## src/rtl/regfile_bypass.sv

```systemverilog
// RV32 integer register file with EX/MEM/MEM2/WB operand forwarding and load-use stall detection.
// Optional load-stall performance counter enabled by defining RF_PERF_CNT_EN.
module regfile_bypass #(
  parameter int NREG   = 32,
  parameter int DW     = 32,
  parameter int BYP_WD = 39
) (
  input  logic              clk,
  input  logic              rst_n,
  input  logic [BYP_WD-2:0] wb2rf_bus,
  input  logic [BYP_WD-1:0] ex2rf_bus,
  input  logic [BYP_WD-1:0] mem2rf_bus,
  input  logic [BYP_WD-1:0] mem22rf_bus,
  input  logic [4:0]        raddr1,
  input  logic [4:0]        raddr2,
  input  logic              ren1,
  input  logic              ren2,
  output logic [DW-1:0]     rdata1,
  output logic [DW-1:0]     rdata2,
  output logic              stallreq_load,
  output logic [31:0]       perf_ldstall_cnt
);

  typedef struct packed {
    logic          is_load;
    logic          we;
    logic [4:0]    waddr;
    logic [DW-1:0] wdata;
  } byp_t;

  byp_t ex, mem, mem2, wb;

  assign ex   = byp_t'(ex2rf_bus);
  assign mem  = byp_t'(mem2rf_bus);
  assign mem2 = byp_t'(mem22rf_bus);
  assign wb   = byp_t'({1'b0, wb2rf_bus});

  // x0 has no storage; it is hardwired to zero on the read side.
  logic [DW-1:0] regs [1:NREG-1];

  // NOTE: sequential state is updated with non-blocking assignments so every
  // flop samples pre-edge values regardless of statement order.
  always_ff @(posedge clk) begin
    if (!rst_n) begin
      // NOTE: the architectural state must be zero after reset, so this array is
      // reset explicitly; that keeps it in flops rather than a RAM macro.
      for (int i = 1; i < NREG; i++) regs[i] <= '0;
    end else if (wb.we && (wb.waddr != 5'd0)) begin
      regs[wb.waddr] <= wb.wdata;
    end
  end

  function automatic logic hit(input byp_t b, input logic [4:0] a);
    return b.we && (b.waddr == a) && (a != 5'd0);
  endfunction

  // Youngest producer wins; the array is the fallback.
  function automatic logic [DW-1:0] fwd(input logic [4:0] a, input logic [DW-1:0] arr,
                                        input byp_t e, input byp_t m, input byp_t m2,
                                        input byp_t w);
    logic [DW-1:0] d;
    if (a == 5'd0)       d = '0;
    else if (hit(e, a))  d = e.wdata;
    else if (hit(m, a))  d = m.wdata;
    else if (hit(m2, a)) d = m2.wdata;
    else if (hit(w, a))  d = w.wdata;
    else                 d = arr;
    return d;
  endfunction

  // A younger non-load producer in EX shadows an older load in MEM.
  // MEM2 loads never stall because their data is already valid there.
  function automatic logic hazard(input logic [4:0] a, input byp_t e, input byp_t m);
    logic h;
    if (hit(e, a)) h = e.is_load;
    else           h = hit(m, a) && m.is_load;
    return h;
  endfunction

  logic [DW-1:0] arr1, arr2;

  always_comb begin
    // NOTE: every combinational output gets a default first so no path leaves it
    // unassigned, which would infer a latch.
    arr1 = '0;
    arr2 = '0;
    if (raddr1 != 5'd0) arr1 = regs[raddr1];
    if (raddr2 != 5'd0) arr2 = regs[raddr2];
  end

  assign rdata1 = fwd(raddr1, arr1, ex, mem, mem2, wb);
  assign rdata2 = fwd(raddr2, arr2, ex, mem, mem2, wb);

  assign stallreq_load = (ren1 && hazard(raddr1, ex, mem)) ||
                         (ren2 && hazard(raddr2, ex, mem));

`ifdef RF_PERF_CNT_EN
  logic [31:0] perf_cnt;

  always_ff @(posedge clk) begin
    if (!rst_n)             perf_cnt <= '0;
    else if (stallreq_load) perf_cnt <= perf_cnt + 32'd1;
  end

  assign perf_ldstall_cnt = perf_cnt;
`else
  assign perf_ldstall_cnt = 32'h0;
`endif

endmodule

```

## config.mk

```make
export PLATFORM = sky130hd
export DESIGN_NAME = regfile_bypass
export DESIGN_NICKNAME = d
export VERILOG_FILES = /design/src/rtl/regfile_bypass.sv
export SDC_FILE = /design/constraint.sdc
export NUM_CORES = 2
export LEC_CHECK = 0
export CELL_PAD_IN_SITES_DETAIL_PLACEMENT = 0
export CELL_PAD_IN_SITES_GLOBAL_PLACEMENT = 1
export CORE_ASPECT_RATIO = 1.25
export CORE_MARGIN = 8
export CORE_UTILIZATION = 45
export CTS_CLUSTER_SIZE = 30
export DETAILED_ROUTE_END_ITERATION = 10
export HOLD_SLACK_MARGIN = 0.02
export PLACE_DENSITY = 0.78
export SLEW_MARGIN = 20
export SYNTH_ARGS = -nofsm -noshare
export SYNTH_HDL_FRONTEND = slang
export SYNTH_SLANG_ARGS = --single-unit
```

## constraint.sdc

```tcl
create_clock -name clk -period 8.8 [get_ports clk]
set_input_delay 2.64 -clock clk [delete_from_list [all_inputs] [get_ports clk]]
set_output_delay 2.64 -clock clk [all_outputs]
set_load 0.05 [all_outputs]
```

==> results <==
- In the global route stage, met3 resource usage came out at slightly below 7%.
- The number of synthesized flops with an enable pin is around 1000.
- The headroom to the max-slew limit is 18.60%.
- The initialized floorplan defines around 150 standard-cell rows.
- The clock passes through at most 3 buffers.
- The kind of critical path is input pin to output pin.
- For this run, the leading register cell type out of synthesis is edfxtp_1.
- The sequential share of power is 47.3%.
- Entering global routing, the biggest net connects between 70 and 80 pins.
- For the pin with the worst max-slew slack, the measured transition is between 1000 and 1500 ps.
- The switching part of the total power is about 28%.
- By count the netlist is led by edfxtp_1, and2_1, mux4_2.
- The met2 track demand over resource in global routing is around half.
- The data required time of the critical path is between 6000 and 7000 ps.
- The total power per unit cell area is 183.9 nW/um^2.
- In the final layout, the registers with the most flip-flops are regs: 1024 flops.
- The share of layout cells above drive strength 1 is between 20% and 30%.
- The maximum fanout along the worst path is 14.
- The startpoint identified for the worst hold timing path is wb2rf_bus[17].
- In this run the biggest area consumer among cell types represents 53.34% of the synthesized area.
- The final number of setup-violating endpoints is 0.
- The first global-routing pass estimated roughly 300000 um of wire.
- The number of nets in the final layout is 4453.
- Counting flops and latches in the post-synthesis netlist gives 1024.
- The async set or reset register ratio after synthesis is 0%.
- The layer flagged by global routing as most heavily used is met2.
- The clock share of power is 35.2%.
- The clock period minus final worst setup slack is roughly 8700 ps.
- After detailed routing, the average wire length per cell comes to roughly 36 um.
- Among all cell types in the netlist, the one instantiated most often is edfxtp_1.
- Counting flops per register, the top entry is regs.
- The net switching power is ~3400 uW.
- The mean cell area of the mapped netlist is between 10 and 15 um^2.
- For this run, the top clock speed supported by timing is ~110 MHz.
- The worst-case IR drop observed on VDD is between 0.15 and 0.2 mV.
- The area added between synthesis and finish is 15.06%.
- The hold buffer count at CTS is 0.
- The number of DRC violations after detailed-routing iteration 0 is ~6600.
- Buffers placed on the I/O ports in this run total 232.
- The total setup buffers inserted after CTS is 0.
- Global routing consumed, over all layers together, between 30 and 40% of the routing resources.
- The via count is roughly 41000.
- During I/O placement, the number of pins put on the boundary was between 200 and 300.
- Global routing consumed, on the met1 layer, between 30 and 40% of the routing resources.
- In the routed layout, each cell is associated on average with a via count of slightly below 7.
- The via count of the first global-routing pass is about 40000.
- Sorting the synthesized cells by area gives the leading types as edfxtp_1, mux4_2, and2_1.
- In this run the remaining antenna-violating nets after routing total 0.
- The height of the chip is between 400 and 500 um.
- The area inside the core boundary is between 100000 and 150000 um^2.
- Summed over all cells, the static leakage comes to 0.02272 uW.
- The type of element capturing the critical path is an output pin.
- The floorplan step set the die width to ~340 um.
- After clock tree synthesis, the clock-pin slew on the worst setup and hold paths is roughly 60 ps.
- Global routing finished with a remaining overflow of 0.
- After synthesis, flip-flops and latches occupy between 50% and 60% of the total area.
- The first detailed-routing pass ran for 6 iterations.
- After detailed placement, the design holds a cell count of between 5000 and 6000.
- The flip-flop count of the largest register, all copies and words added is just over 1000.
- The post-detailed-route DRC marker count is 0.
- The number of library cell types mapped by synthesis is just under 80.
- The final hold violation count was 0.
- Across the run, the number of max-cap violations was 0.
- The initial standard-cell utilization of the core is 45.10%.
- Summing all non-filler instances in the final layout gives an area of about 66000 um^2.
- The flow ran to the end, and the final reports show no timing, DRC or antenna violations.
- Across all hold checks on the routed design, the worst slack comes to approximately 2500 ps.
- The finished layout holds approximately 6100 standard cells, fillers aside.
- Of the total power, combinational logic draws 17.5%.
- The Yosys step of the flow raised 0 warnings.
- The path type of the worst min-delay path is input pin to flop.
- The clock tree from TritonCTS is yes.
- Once the clock tree was built, the resizer swapped 0 gates to a different size.
- The H-tree generated during clock tree synthesis spans 3 levels.
- The kind of start point of the critical path is an input pin.
- The share of the core filled with cells in the final layout is 51.89%.
- The area of the mapped netlist is ~58000 um^2.
- The cell count after synthesis is 4091.
- The max-slew violation total from the final report came to 0.
- The number of antenna violations at the first check in global routing came to 8.
- For the worst setup path, the data arrival time is slightly above 6000 ps.
- Counting the buffers created by CTS gives 100.
- For this block, the routed nets add up to roughly 220000 um of wire.
- The estimated wirelength of the detail-placed design is roughly 140000 um.
- The final critical-path setup slack is around 70 ps.
- Summing all placed instances gives a cell area of between 60000 and 70000 um^2.
- The tree is rooted in a clkbuf_16.
- Setup repair after global routing left no endpoint under its margin.
- The synthesized design spends more area on one cell type than any other, namely edfxtp_1.
- In the finished design, the share of the clock period the worst path needs comes to between 90% and 100%.
- The internal power is between 8000 and 9000 uW.
- Routability-driven placement finished with a final weighted congestion of around 0.93.
- In this run the worst setup path begins at raddr2[3].
- The minimum setup slack after placement is approximately 100 ps.
- The die footprint is roughly 140000 um^2.
- The total number of clock tree sinks is 1024.
==> worst paths after layout <==
kind	to	slack (ps)	depth (start not counted)
worst max-delay path	rdata2[23]	70	10
worst min-delay path	regs[0][17]$_DFFE_PP_	2530	1
==> per-stage QoR <==
step / setup TNS (ps) / power [uW]
2_1_floorplan: -675.8 / 7039
3_3_place_gp: 0 / 7920
3_5_place_dp: 0 / 7953
4_1_cts: 0 / 12160
5_1_grt: 0 / 12440
6_report: 0 / 12200
==> critical path, cell delays in order <==
cell and delay, ps:
clkdlybuf4s50_1 670, buf_4 240, nand2_1 290, nor2_1 220, buf_4 360, a22oi_1 320
a41oi_2 410, a2111oi_0 120, a2111oi_0 510, buf_4 300
==> area by class of cell <==
| type | count | area [um^2] |
|---|---|---|
| diodes | 5 | 12.51 |
| clock buffers | 121 | 2603 |
| clock inverters | 63 | 574.3 |
| fillers | 10551 | 61500 |
| inverters | 8 | 30.03 |
| multi-input cells | 2647 | 25280 |
| flip-flops and latches | 1024 | 30750 |
| well taps | 1713 | 2143 |
| repair buffers | 503 | 4938 |
==> power by group through the flow <==
| stage | sequential (uW) | clock [uW] | combinational, uW |
|---|---|---|---|
| finish | 5770 | 4290 | 2140 |
| global route | 5800 | 4460 | 2180 |
| CTS | 5760 | 4300 | 2090 |
| detailed placement | 5870 | 0 | 2090 |
| global placement | 5840 | 0 | 2080 |
| floorplan | 5830 | 0 | 1210 |
==> layer usage <==
metal,vias up,routed length [um]
met4,4,14310
met1,20884,74690
li1,16193,-
met3,722,27370
met2,3236,101900
met5,-,27
==> kinds of logic (layout without fill, tap and decap cells) <==
family,count (synthesis),after routing,synth area share [%]
compound gates,562,562,7.171
xor+xnor,40,40,0.6077
buf+inv,483,695,4.160
flops,1024,1024,53.34
mux,609,609,20.72
other cells,1,69,0.006505
simple gates,1372,1372,13.99
==> cells in the final DEF, fill, tap and decap left out, types with 29 or more instances in the layout <==
cell type / n
a211oi_1: 29
a21oi_1: 36
a221oi_1: 64
a22oi_1: 151
and2_1: 971
buf_12: 56
buf_4: 278
clkbuf_16: 101
clkdlybuf4s50_1: 156
conb_1: 64
edfxtp_1: 1024
mux2i_1: 135
mux4_2: 467
nand2_1: 105
nor2_1: 73
nor3_1: 64
o21ai_0: 64
o21ai_4: 31
o22ai_1: 41
xnor2_1: 34
Note: power is estimated with default switching activity, not from simulation.
